[config.mk]
export PLATFORM = sky130hd
export DESIGN_NAME = i2c_master_core
export DESIGN_NICKNAME = d
export VERILOG_FILES = /design/src/rtl/i2c_pkg.sv /design/src/rtl/i2c_tick_gen.sv /design/src/rtl/i2c_master_core.sv
export SDC_FILE = /design/constraint.sdc
export NUM_CORES = 1
export LEC_CHECK = 0
export BUFFER_PORTS_ARGS = -buffer_cell sky130_fd_sc_hd__buf_2
export CAP_MARGIN = 20
export CORE_MARGIN = 5
export CORE_UTILIZATION = 50
export CTS_CLUSTER_DIAMETER = 80
export DETAILED_ROUTE_END_ITERATION = 6
export PLACE_DENSITY_LB_ADDON = 0.2
export SLEW_MARGIN = 20
export SYNTH_ARGS = -nofsm -noshare
export SYNTH_HDL_FRONTEND = slang
export SYNTH_SLANG_ARGS = --single-unit
[constraint.sdc]
create_clock -name clk -period 6.1 [get_ports clk]
set_input_delay 1.83 -clock clk [delete_from_list [all_inputs] [get_ports clk]]
set_output_delay 1.83 -clock clk [all_outputs]
set_load 0.01 [all_outputs]
[src/rtl/i2c_pkg.sv]
// Shared I2C definitions: FSM encoding, slot counts, phase indices,
// direction constants and the quarter-period divider computation.
package i2c_pkg;

  typedef enum logic [2:0] {
    ST_IDLE,
    ST_START,
    ST_SEND_BYTE,
    ST_GET_ACK,
    ST_RESTART,
    ST_RECV_BYTE,
    ST_SEND_NACK,
    ST_STOP
  } state_t;

  localparam int WR_SLOTS = 29;
  localparam int RD_SLOTS = 39;

  localparam logic [1:0] PH_0 = 2'd0;
  localparam logic [1:0] PH_1 = 2'd1;
  localparam logic [1:0] PH_2 = 2'd2;
  localparam logic [1:0] PH_3 = 2'd3;

  localparam logic RW_WRITE = 1'b0;
  localparam logic RW_READ  = 1'b1;

  function automatic int calc_div(
    input int clk_hz,
    input int scl_hz
  );
    return clk_hz / (4 * scl_hz);
  endfunction

  function automatic int slot_total(input logic rw);
    return (rw == RW_READ) ? RD_SLOTS : WR_SLOTS;
  endfunction

endpackage

[src/rtl/i2c_tick_gen.sv]
// Quarter-period divider: pulses tick on the last clock of every DIV-clock
// phase and steps a 2-bit phase index; restart realigns to phase 0.
module i2c_tick_gen #(
  parameter int DIV = 4
) (
  input  logic       clk,
  input  logic       rst,
  input  logic       restart,
  output logic       tick,
  output logic [1:0] phase
);

  localparam int CW = $clog2(DIV);
  localparam logic [CW-1:0] LAST = CW'(DIV - 1);

  logic [CW-1:0] r_cnt;
  logic [1:0]    r_phase;

  always_ff @(posedge clk) begin
    if (rst || restart) begin
      r_cnt   <= '0;
      r_phase <= 2'd0;
    end else if (r_cnt == LAST) begin
      r_cnt   <= '0;
      r_phase <= r_phase + 2'd1;
    end else begin
      r_cnt <= r_cnt + 1'b1;
    end
  end

  assign tick  = (r_cnt == LAST);
  assign phase = r_phase;

endmodule

[src/rtl/i2c_master_core.sv]
// Byte-level I2C initiator: one register write or one repeated-START
// register read per request, open-drain SCL/SDA enables.
module i2c_master_core
  import i2c_pkg::*;
#(
  parameter int CLK_FREQ = 50_000_000,
  parameter int I2C_FREQ = 100_000
) (
  input  logic       clk,
  input  logic       rst,
  input  logic       data_valid,
  input  logic       rw,
  input  logic [6:0] slave_addr,
  input  logic [7:0] reg_addr,
  input  logic [7:0] reg_data,
  output logic       core_busy,
  output logic [7:0] rd_data,
  output logic       rd_valid,
  output logic       ack_error,
  output logic       scl_oe,
  output logic       sda_oe,
  input  logic       sda_in
);

  localparam int DIV = calc_div(CLK_FREQ, I2C_FREQ);

  state_t     r_state;
  logic       r_busy;
  logic       r_rd_valid;
  logic       r_ack_err;
  logic       r_scl;
  logic       r_sda;
  logic [7:0] r_rd_data;
  logic       r_rw;
  logic [6:0] r_saddr;
  logic [7:0] r_raddr;
  logic [7:0] r_wdata;
  logic [6:0] r_shift;
  logic [2:0] r_bit;
  logic [1:0] r_byte;

  logic       w_restart;
  logic       w_tick;
  logic [1:0] w_phase;
  logic [7:0] w_load;

  assign w_restart = (r_state == ST_IDLE) && data_valid;

  i2c_tick_gen #(
    .DIV(DIV)
  ) u_tick (
    .clk    (clk),
    .rst    (rst),
    .restart(w_restart),
    .tick   (w_tick),
    .phase  (w_phase)
  );

  // Byte loaded when the current slot hands over to SEND_BYTE
  always_comb begin
    w_load = {r_saddr, RW_WRITE};
    unique case (1'b1)
      (r_state == ST_RESTART):
        w_load = {r_saddr, RW_READ};
      (r_state == ST_GET_ACK && r_byte == 2'd0):
        w_load = r_raddr;
      (r_state == ST_GET_ACK && r_byte != 2'd0):
        w_load = r_wdata;
      default: ;
    endcase
  end

  always_ff @(posedge clk) begin
    r_rd_valid <= 1'b0;
    if (rst) begin
      r_state   <= ST_IDLE;
      r_busy    <= 1'b0;
      r_ack_err <= 1'b0;
      r_scl     <= 1'b0;
      r_sda     <= 1'b0;
      r_rd_data <= '0;
      r_rw      <= RW_WRITE;
      r_saddr   <= '0;
      r_raddr   <= '0;
      r_wdata   <= '0;
      r_shift   <= '0;
      r_bit     <= '0;
      r_byte    <= '0;
    end else if (r_state == ST_IDLE) begin
      if (data_valid) begin
        r_rw      <= rw;
        r_saddr   <= slave_addr;
        r_raddr   <= reg_addr;
        r_wdata   <= reg_data;
        r_ack_err <= 1'b0;
        r_busy    <= 1'b1;
        r_state   <= ST_START;
        r_scl     <= 1'b0;
        r_sda     <= 1'b0;
      end
    end else if (w_tick) begin
      unique case (w_phase)
        PH_0: r_scl <= 1'b0;
        PH_1: begin
          if (r_state == ST_START || r_state == ST_RESTART)
            r_sda <= 1'b1;
          if (r_state == ST_STOP)
            r_sda <= 1'b0;
          if (r_state == ST_GET_ACK && sda_in)
            r_ack_err <= 1'b1;
          if (r_state == ST_RECV_BYTE)
            r_rd_data <= {r_rd_data[6:0], sda_in};
        end
        PH_2: begin
          if (r_state != ST_STOP)
            r_scl <= 1'b1;
        end
        PH_3: begin
          // Slot boundary: pick the next slot and its phase-0 levels
          r_scl <= 1'b1;
          case (r_state)
            ST_START, ST_RESTART: begin
              r_state <= ST_SEND_BYTE;
              r_shift <= w_load[6:0];
              r_sda   <= ~w_load[7];
              r_bit   <= '0;
              r_byte  <= (r_state == ST_RESTART) ? 2'd2 : 2'd0;
            end
            ST_SEND_BYTE: begin
              if (r_bit == 3'd7) begin
                r_state <= ST_GET_ACK;
                r_sda   <= 1'b0;
              end else begin
                r_bit   <= r_bit + 3'd1;
                r_shift <= {r_shift[5:0], 1'b0};
                r_sda   <= ~r_shift[6];
              end
            end
            ST_GET_ACK: begin
              if (r_ack_err) begin
                r_state <= ST_STOP;
                r_sda   <= 1'b1;
              end else if (r_byte == 2'd0 ||
                           (r_byte == 2'd1 && r_rw == RW_WRITE)) begin
                r_state <= ST_SEND_BYTE;
                r_shift <= w_load[6:0];
                r_sda   <= ~w_load[7];
                r_bit   <= '0;
                r_byte  <= r_byte + 2'd1;
              end else if (r_byte == 2'd1) begin
                r_state <= ST_RESTART;
                r_scl   <= 1'b0;
                r_sda   <= 1'b0;
              end else if (r_rw == RW_READ) begin
                r_state <= ST_RECV_BYTE;
                r_sda   <= 1'b0;
                r_bit   <= '0;
              end else begin
                r_state <= ST_STOP;
                r_sda   <= 1'b1;
              end
            end
            ST_RECV_BYTE: begin
              if (r_bit == 3'd7)
                r_state <= ST_SEND_NACK;
              else
                r_bit <= r_bit + 3'd1;
            end
            ST_SEND_NACK: begin
              r_state <= ST_STOP;
              r_sda   <= 1'b1;
            end
            ST_STOP: begin
              r_state    <= ST_IDLE;
              r_busy     <= 1'b0;
              r_scl      <= 1'b0;
              r_sda      <= 1'b0;
              r_rd_valid <= (r_rw == RW_READ) && !r_ack_err;
            end
            default: begin
              r_state <= ST_IDLE;
              r_busy  <= 1'b0;
              r_scl   <= 1'b0;
              r_sda   <= 1'b0;
            end
          endcase
        end
      endcase
    end
  end

  assign core_busy = r_busy;
  assign rd_data   = r_rd_data;
  assign rd_valid  = r_rd_valid;
  assign ack_error = r_ack_err;
  assign scl_oe    = r_scl;
  assign sda_oe    = r_sda;

endmodule

# ---- Word level (Yosys, flattened, before mapping)
# Cells that the tools add are included.
dict set report totals {
  elab_cells 148
  latchBits 0
  regBits 61
  inputBits 28
  rom_bits 0
  n_memories 0
  ram_bits 0
  output_inout_bits 13
}
dict set report classes {
  n_div 0
  n_reduce_logical 39
  order_cmp 0
  add_sub_neg 4
  mux 55
  n_mul 0
  bitwise_logic 7
  eq_ne 27
  shifts 0
}
# op count
set ops {}
lappend ops {{3-bit two-way mux} 13}
lappend ops {{1-bit two-way mux} 25}
lappend ops {{8-bit one-hot mux with 3 select lines} 1}
lappend ops {{7-bit two-way mux} 3}
lappend ops {{7-bit one-hot mux with 3 select lines} 1}
lappend ops {{4-bit AND reduction} 4}
lappend ops {{3-bit equality test (second input constant)} 5}
lappend ops {{3-bit one-hot mux with 5 select lines} 1}
lappend ops {{3-bit inequality test (second input constant)} 4}
lappend ops {{2-bit nonzero test} 6}
lappend ops {{2-bit two-way mux} 5}
lappend ops {{5-bit AND reduction} 2}
lappend ops {{5-bit OR reduction} 2}
lappend ops {{3-bit by 2-bit inequality test with 1-bit output (second input constant)} 3}
lappend ops {{3-bit one-hot mux with 3 select lines} 1}
lappend ops {{3-bit nonzero test} 3}
lappend ops {{2-bit inequality test (second input constant)} 4}
lappend ops {{8-bit AND reduction} 1}
lappend ops {{7-bit by 1-bit adder with 7-bit output (second input constant)} 1}
lappend ops {{7-bit equality test (second input constant)} 1}
lappend ops {{1-bit NOT} 7}
lappend ops {{7-bit AND reduction} 1}
lappend ops {{3-bit by 2-bit equality test with 1-bit output (second input constant)} 2}
lappend ops {{1-bit logical AND} 6}
lappend ops {{other kinds (20)} 30}

# ---- Logic depth before layout (Yosys ltp)
# Gate-level depths: netlist (run 1).
dict set report logic_depth {
  depth_word 10
  mapped_depth 8
  depth_no_buf 6
}

# ---- By module
# Synthesis (run 1) repeated with hierarchy kept, for this count alone.
dict set report unflattened {
  hier_cells 364
  hier_area_um2 3004.1
}
# module n_inst seq_area_each_um2 cells_per_inst area_per_inst_um2
set modules_own_cells {}
lappend modules_own_cells {i2c_master_core 1 1041.0 319 2607.5}
lappend modules_own_cells {i2c_tick_gen 1 180.2 45 396.6}

# ---- Least setup slack after synthesis (run 1)
# Ideal clock, no wire load.
dict set report synth_path {
  path_type {input-to-reg}
  startpoint {input data_valid}
  endpoint {register r_sda (netlist: sda_oe)}
  path_stages 5
  setup_ps 124
  setup_slack_ps 3096
  path_buffers 1
  t_required_ps 5976
  arrival_time_ps 2880
  cell_sequence {or4b_1 -> clkbuf_1 -> o31ai_1 -> o2111ai_1 -> mux2i_1}
}
dict set report synth_via {
  elab_chain_cells 2
}
# item line
set synth_rtl {}
lappend synth_rtl {{from (decl)} i2c_master_core.sv:11} ;# input logic data_valid,
lappend synth_rtl {{2-bit inequality test (no line)} n/a}
lappend synth_rtl {{5-bit AND reduction (no line)} n/a}
lappend synth_rtl {{to (signal assigned)} i2c_master_core.sv:125} ;# r_sda <= ~w_load[7];
lappend synth_rtl {{to (signal assigned)} i2c_master_core.sv:136} ;# r_sda <= ~r_shift[6];
lappend synth_rtl {{to (signal assigned)} i2c_master_core.sv:147} ;# r_sda <= ~w_load[7];
lappend synth_rtl {{to (decl)} i2c_master_core.sv:32} ;# logic r_sda;
# Every way passes these cells.
# A chain may end at the register's enable or synchronous reset.

# ---- Worst setup path in the final report (run 1)
# Ends and elaborated chain as after synthesis.

==> flow_summary.json, run 1 <==
{
  "wirelength_um": 6680,
  "fin_util": 0.575,
  "slowest_stage": "or4b_1",
  "r2r_start": "r_state[0]$_SDFFE_PP0P_",
  "fin_area_sq_um": 3400,
  "synth_xor_area_frac": 0.0173,
  "setup_viol": 0,
  "p_sw_frac": 0.245,
  "ys_seq_elements": 61,
  "hold_viol": 0,
  "first_pass_iters": 4,
  "nNetsFinal": 427,
  "grt_max_degree": 61,
  "synth_nets": 403,
  "worstSetupStartpoint": "data_valid",
  "post-route-drc-count": 0,
  "min_from": "r_wdata[1]$_SDFFE_PP0P_",
  "tightest_slew_ns": 1.07,
  "drive_gt1_frac": 0.165,
  "syn_inst": 365,
  "seq_power_share": 0.513,
  "synth_most_common_cell": "nand2_1",
  "synth_top_cell_by_area": "dfxtp_1",
  "report.final.slew_viol_count": 0,
  "ios": 41,
  "drt_iter0_markers": 168,
  "power_density_nw_per_um2": 244,
  "path_clk_slew_ns": 0.06,
  "peakVddDrop_v": 0.000159,
  "tns_ns": 0,
  "synth_edf_count": 0,
  "fillCellCount": 554,
  "synthSimpleGateAreaFrac": 0.238,
  "cts_made_buffers": 9,
  "fin_crit_sh": 0.532,
  "wl_per_cell_um": 14.3,
  "fin_worst_skew_ns": 0.00706,
  "fmax_mhz": 308,
  "die_y_um": 87.9,
  "cts_tree": "built",
  "cts_resized": 0,
  "crit_family": "simple AND/OR/NAND/NOR gates",
  "clock_power_share": 0.405,
  "relSlewSlack": 0.286,
  "core_sq_um": 5920,
  "leakagePower_nw": 1.30,
  "netlist.area_leader.share": 0.402,
  "slowest_delay_ns": 0.86,
  "antenna_cells": 0,
  "netlist_area_sq_um": 3040,
  "ys_top_cells_by_count": "63 x nand2_1, 61 x dfxtp_1, 31 x a21oi_1, 22 x nor2_1, 19 x clkbuf_1",
  "grt_pass1_vias": 2443,
  "clock_path_buffers": 2,
  "worstPathRequired_ns": 6.31,
  "ys_seq_area_frac": 0.402,
  "clk_latency_ns": 0.34,
  "hold_path_class": "flop to flop",
  "dieArea_sq_um": 7730,
  "syn_to_final_growth_pct": 12.1,
  "synth_top_family_by_area": "simple AND/OR/NAND/NOR gates",
  "initial_core_util": 0.513,
  "gp_congestion": 0.863,
  "cts_sinks": 61,
  "fp.dieW_um": 87.9,
  "root_buffer": "clkbuf_8",
  "antenna_found_initial": 0,
  "h-tree-depth": 3,
  "track_usage": 0.188,
  "synthTopCellsByArea": "dfxtp_1 40%, nand2_1 7.8%, mux2i_1 5.6%",
  "p_comb_frac": 0.082,
  "crit_path_end_kind": "flop",
  "path_cells": "buf_2 > or4b_1 > o31ai_1 > o2111ai_1 > mux2i_1",
  "synth_compound_area_frac": 0.189,
  "synth_area_per_cell_sq_um": 8.32,
  "drv_cap": 0,
  "viasPerCell": 5.65,
  "grt-ovfl-total": 0,
  "path_class": "input port to flop",
  "synthDistinctLibCells": 54,
  "postPlaceCellArea_sq_um": 3220,
  "ant_nets": 0,
  "hold_buffers": 0,
  "synth.area.mux_share": 0.0598,
  "path_max_fanout": 27,
  "grt_first_pass_wirelength_um": 11300,
  "p_sw_w": 0.000203,
  "status": "complete, no violations",
  "start_kind": "input port",
  "p_int_w": 0.000627,
  "post-dp-hpwl_um": 4460,
  "vias": 2645,
  "rows": 28,
  "synth-main-ff-cell": "dfxtp_1",
  "synth-async-reset-ratio": 0,
  "ys.warnings.count": 0,
  "rsz0062_at_grt": "no",
  "synthAdderAreaFrac": 0.0412,
  "postCtsSetupBuffers": 0,
  "path_buf_inv": 1,
  "period_minus_slack_ns": 3.24,
  "power_w": 0.000830,
  "port-buffer-count": 40,
  "arrival_ns": 3.45
}
cell type report:
class	count	area (sq um)	share of cell area
clock buffers	11	131	0.0386
clock inverters	4	50.0	0.0147
flip-flops and latches	61	1220	0.359
repair buffers	41	208	0.0610
well taps	75	93.8	0.0276
multi-input cells	264	1650	0.486
inverters	12	45.0	0.0132
layout by cell type, fill, tap and decap left out, types with 9 or more instances in the layout:
| cell | n |
|---|---|
| mux2i_1 | 17 |
| ha_1 | 10 |
| dfxtp_1 | 61 |
| inv_1 | 12 |
| nor2_1 | 22 |
| clkbuf_8 | 9 |
| nand2_1 | 63 |
| nand2b_1 | 11 |
| buf_2 | 40 |
| a21oi_1 | 31 |
| a31oi_1 | 10 |
state kept, by name, summed over array words and instances (netlist names):
signal / count
r_raddr: 8
r_wdata: 8
rd_data: 8
r_saddr: 7
r_shift: 7
u_tick.r_cnt: 7
r_bit: 3
r_state: 3
r_byte: 2
u_tick.phase: 2
ack_error: 1
core_busy: 1
r_rw: 1
rd_valid: 1
scl_oe: 1
sda_oe: 1
worst reg2reg max path: stages, from the launching register on:
cell,delay (ns)
dfxtp_1,0.88
or4b_1,0.84
o31ai_1,0.28
a41oi_1,0.28
nor3_1,0.06
power by group through the flow:
stage	logic (W)	clock network, W	registers (W)
after floorplan	0.0000549	0	0.000428
after global placement	0.0000679	0	0.000434
after detailed placement	0.0000683	0	0.000434
after global routing	0.0000786	0.000362	0.000428
final	0.0000684	0.000336	0.000426
after CTS	0.0000691	0.000345	0.000425
path summary, 6_finish.rpt:
path                                                end  depth (start not counted)  slack, ns
worst max-delay path                sda_oe$_SDFFE_PP0P_                          5       2.86
worst min-delay path            r_wdata[1]$_SDFFE_PP0P_                          2       0.45
worst max register to register   ack_error$_SDFFE_PP0P_                          4       3.60
worst min register to register  r_wdata[1]$_SDFFE_PP0P_                          2       0.45
stage by stage:
| stage | hold WS [ns] | setup WS (ns) | cells |
|---|---|---|---|
| finish | 0.454 | 2.86 | 468 |
| global placement | 0.439 | 2.53 | 453 |
| CTS | 0.454 | 2.87 | 468 |
| global route | 0.483 | 2.73 | 468 |
| detailed placement | 0.446 | 2.51 | 453 |
| floorplan | 0.426 | 3.10 | 365 |
kinds of logic (layout without fill, tap and decap cells):
kind of cell    after synthesis  in the layout
flops                        61             61
xor+xnor                      6              6
simple gates                143            143
mux                          18             18
fa+ha+maj                    10             10
compound gates               87             87
buf+inv                      40             68
layer usage:
layer | share of wire | global-route usage
met1 | 0.48 | 0.252
met3 | 0.064 | 0.0433
met5 | 0 | 0
met2 | 0.44 | 0.285
met4 | 0.022 | 0.0893
(Power assumes the default switching activity.)
==> run 2, diff against run 1 <==
Clock period 6.1 ns to 3.23 ns, I/O delays scaled along.
==> flow_summary.json, run 2 (synthesized netlist as in run 1, its figures left out) <==
{
  "gp_congestion": 0.863,
  "path_buf_inv": 0,
  "antenna_found_initial": 0,
  "cts_resized": 0,
  "report.final.slew_viol_count": 0,
  "drv_cap": 0,
  "start_kind": "flop",
  "fp.dieW_um": 87.9,
  "cts_made_buffers": 9,
  "period_minus_slack_ns": 2.37,
  "fmax_mhz": 422,
  "grt-ovfl-total": 0,
  "power_w": 0.00168,
  "ios": 41,
  "wirelength_um": 6760,
  "hold_buffers": 0,
  "crit_family": "simple AND/OR/NAND/NOR gates",
  "relSlewSlack": 0.459,
  "slowest_delay_ns": 0.85,
  "arrival_ns": 2.63,
  "postCtsSetupBuffers": 0,
  "top_layer_used": "met4",
  "rsz0062_at_grt": "no",
  "root_buffer": "clkbuf_8",
  "viasPerCell": 5.66,
  "dieArea_sq_um": 7730,
  "setup_viol": 0,
  "grt_first_pass_wirelength_um": 11500,
  "antenna_cells": 0,
  "syn_to_final_growth_pct": 13.9,
  "post-route-drc-count": 0,
  "final_common_cell": "nand2_1",
  "cts_sinks": 61,
  "port-buffer-count": 40,
  "status": "complete, no violations",
  "fin_crit_sh": 0.734,
  "vias": 2665,
  "tightest_slew_ns": 0.810,
  "slowest_stage": "dfxtp_1",
  "first_pass_iters": 4,
  "wirelength_met1_um": 3300,
  "peakVddDrop_v": 0.000282,
  "clk_latency_ns": 0.33,
  "track_usage": 0.190,
  "post-dp-hpwl_um": 4600,
  "worstPathRequired_ns": 3.49,
  "crit_path_end_kind": "flop",
  "drt_iter0_markers": 158,
  "rows": 28,
  "power_density_nw_per_um2": 485,
  "tns_ns": 0,
  "grt_max_degree": 35,
  "grt_pass1_vias": 2442,
  "cts_tree": "built",
  "initial_core_util": 0.513,
  "die_y_um": 87.9,
  "path_cells": "o31ai_1 > or4_4 > or4_1 > a21oi_1",
  "final_cell_mix": "63 x nand2_1, 61 x dfxtp_1, 40 x buf_2, 31 x a21oi_1, 22 x nor2_1",
  "hold_path_class": "flop to flop",
  "path_clk_slew_ns": 0.07,
  "regArea_sq_um": 1220,
  "wl_per_cell_um": 14.4,
  "dp.cells": 456,
  "leakagePower_nw": 1.34,
  "path_class": "flop to flop",
  "stdcell_count": 471,
  "clock_path_buffers": 2,
  "multi_input_area_sq_um": 1650,
  "hold_viol": 0,
  "fin_worst_skew_ns": 0.00616,
  "wl_met2_um": 2970,
  "h-tree-depth": 3,
  "drive_gt1_frac": 0.174,
  "path_max_fanout": 28,
  "fin_util": 0.584,
  "fillCellCount": 551,
  "met3_length_um": 375,
  "ant_nets": 0,
  "nNetsFinal": 430,
  "core_sq_um": 5920
}
run 2: tightest hold or removal path, cell delays in order, from the launching register on:
cell and delay (ns):
dfxtp_1 0.31, nand2_1 0.05, a21oi_1 0.05
run 2: routing by layer:
| metal | vias to the layer above | global-route usage |
|---|---|---|
| met4 | 0 | 0.0795 |
| met5 | - | 0 |
| met1 | 1212 | 0.270 |
| met2 | 94 | 0.281 |
| met3 | 10 | 0.0339 |
| li1 | 1349 | - |
run 2: where the power goes:
group          internal [W]  switching [W]  total (W)  leakage, nW
logic             0.0000569      0.0000773   0.000134        0.735
clock network      0.000450       0.000289   0.000739        0.105
registers          0.000779      0.0000235   0.000803        0.496
run 2: layout make-up:
type / instances / share of cell area
inverters: 12 / 0.0130
well taps: 75 / 0.0271
repair buffers: 44 / 0.0666
clock inverters: 4 / 0.0210
clock buffers: 11 / 0.0409
flip-flops and latches: 61 / 0.353
multi-input cells: 264 / 0.478
run 2: final timing paths:
kind	slack (ns)	start	depth (start not counted)	end
max reg2reg	0.86	r_state[0]$_SDFFE_PP0P_	4	r_byte[0]$_SDFFE_PP0P_
min reg2reg	0.45	r_raddr[7]$_SDFFE_PP0P_	2	r_raddr[7]$_SDFFE_PP0P_
max	0.86	r_state[0]$_SDFFE_PP0P_	4	r_byte[0]$_SDFFE_PP0P_
min	0.45	r_raddr[7]$_SDFFE_PP0P_	2	r_raddr[7]$_SDFFE_PP0P_
run 2: through the flow:
stage                     cell area, sq um  hold WS [ns]  worst slack [ns]
after floorplan                       3040         0.426              1.09
after CTS                             3460         0.451             0.909
final                                 3460         0.449             0.860
after global routing                  3460         0.476             0.642
after detailed placement              3240         0.442             0.847
after global placement                3240         0.438             0.872
==> run 3, diff against run 2 <==
Clock period 3.23 ns to 2 ns, I/O delays scaled along.
==> flow_summary.json, run 3 (synthesized netlist as in run 1, its figures left out) <==
{
  "track_usage": 0.206,
  "core_sq_um": 5920,
  "p_int_w": 0.00200,
  "nNetsFinal": 451,
  "slowest_delay_ns": 0.53,
  "fin_worst_skew_ns": 0.00659,
  "drive_gt1_frac": 0.225,
  "gp_congestion": 0.958,
  "die_y_um": 87.9,
  "power_density_nw_per_um2": 735,
  "final_cell_mix": "63 x nand2_1, 61 x dfxtp_1, 40 x buf_2, 30 x a21oi_1, 23 x buf_4",
  "worstRegToRegCells": 6,
  "clock_power_share": 0.429,
  "fin_crit_sh": 0.955,
  "worstPathRequired_ns": 2.29,
  "period_minus_slack_ns": 1.91,
  "path_cells": "inv_1 > ha_1 > nand4_4 > or4_4 > or4_1 > a21oi_2",
  "cts_tree": "built",
  "ios": 41,
  "tightest_slew_ns": 0.554,
  "ant_nets": 0,
  "grt-ovfl-total": 0,
  "clk_latency_ns": 0.35,
  "hold_path_class": "flop to flop",
  "cts_resized": 0,
  "leakagePower_nw": 1.44,
  "place_ws_ns": 0.102,
  "wirelength_um": 7170,
  "viasPerCell": 5.56,
  "fmax_mhz": 523,
  "hold_viol": 0,
  "tns_ns": 0,
  "drv_cap": 0,
  "fp.dieW_um": 87.9,
  "report.final.slew_viol_count": 0,
  "root_buffer": "clkbuf_8",
  "rows": 28,
  "rsz0062_at_grt": "no",
  "postCtsSetupBuffers": 0,
  "cts_made_buffers": 9,
  "stdcell_count": 493,
  "path_clk_slew_ns": 0.07,
  "post-dp-hpwl_um": 5170,
  "relSlewSlack": 0.627,
  "grt_max_degree": 45,
  "port-buffer-count": 40,
  "peakVddDrop_v": 0.000491,
  "dieArea_sq_um": 7730,
  "final_common_cell": "nand2_1",
  "grt_first_pass_wirelength_um": 12400,
  "status": "complete, no violations",
  "seq_power_share": 0.481,
  "post-route-drc-count": 0,
  "whs_ns": 0.455,
  "arrival_ns": 2.20,
  "crit_path_end_kind": "flop",
  "min_path_cells": 2,
  "slowest_stage": "or4_4",
  "first_pass_iters": 4,
  "drt_iter0_markers": 209,
  "antenna_found_initial": 0,
  "grt_pass1_vias": 2655,
  "path_max_fanout": 4,
  "hold_buffers": 0,
  "antenna_cells": 0,
  "wl_per_cell_um": 14.5,
  "cts_sinks": 61,
  "p_sw_frac": 0.252,
  "clock_path_buffers": 2,
  "p_sw_w": 0.000674,
  "dp.cells": 477,
  "initial_core_util": 0.513,
  "setup_slack_ns": 0.0897,
  "h-tree-depth": 3,
  "p_comb_frac": 0.090,
  "setup_viol": 0,
  "vias": 2742,
  "start_kind": "flop",
  "syn_to_final_growth_pct": 20.0,
  "path_class": "flop to flop"
}
## run 3: routing by layer
layer | track usage | part of all wire | up-vias
met2 | 0.311 | 0.46 | 91
li1 | - | - | 1395
met4 | 0.112 | 0.029 | 0
met5 | 0 | 0 | -
met3 | 0.0442 | 0.068 | 18
met1 | 0.276 | 0.45 | 1238
## run 3: through the flow
stage / total power [W] / util / cell area (sq um)
finish: 0.00268 / 0.615 / 3640
global route: 0.00280 / 0.615 / 3640
CTS: 0.00271 / 0.614 / 3640
detailed placement: 0.00156 / 0.579 / 3430
global placement: 0.00155 / 0.579 / 3430
floorplan: 0.00147 / - / 3040
## run 3: final timing paths
check / slack [ns] / end / startpoint
worst max-delay path: 0.09 / r_byte[0]$_SDFFE_PP0P_ / u_tick.r_cnt[0]$_SDFF_PP0_
worst max register to register: 0.09 / r_byte[0]$_SDFFE_PP0P_ / u_tick.r_cnt[0]$_SDFF_PP0_
worst min-delay path: 0.45 / r_raddr[5]$_SDFFE_PP0P_ / r_raddr[5]$_SDFFE_PP0P_
worst min register to register: 0.45 / r_raddr[5]$_SDFFE_PP0P_ / r_raddr[5]$_SDFFE_PP0P_
## run 3: power groups by stage
| stage | Combinational (W) | Clock [W] | Sequential (W) |
|---|---|---|---|
| 6_report | 0.000241 | 0.00115 | 0.00129 |
| 3_5_place_dp | 0.000240 | 0 | 0.00132 |
| 4_1_cts | 0.000242 | 0.00118 | 0.00129 |
| 5_1_grt | 0.000273 | 0.00123 | 0.00129 |
| 2_1_floorplan | 0.000167 | 0 | 0.00130 |
| 3_3_place_gp | 0.000238 | 0 | 0.00131 |
## run 3: layout make-up
class / count / area, sq um
clock inverter: 5 / 58.8
tap: 75 / 93.8
multi-input combinational: 264 / 1660
fill: 534 / 2280
sequential: 61 / 1220
inverter: 12 / 45.0
timing repair buffer: 65 / 413
clock buffer: 11 / 151
## run 3: worst max-delay path, delay by kind of cell, from the launching register on
kind | cells | cell delay, ns
buf+inv | 1 | 0.06
fa+ha+maj | 1 | 0.18
flops | 1 | 0.34
compound gates | 1 | 0.14
simple gates | 3 | 1.12
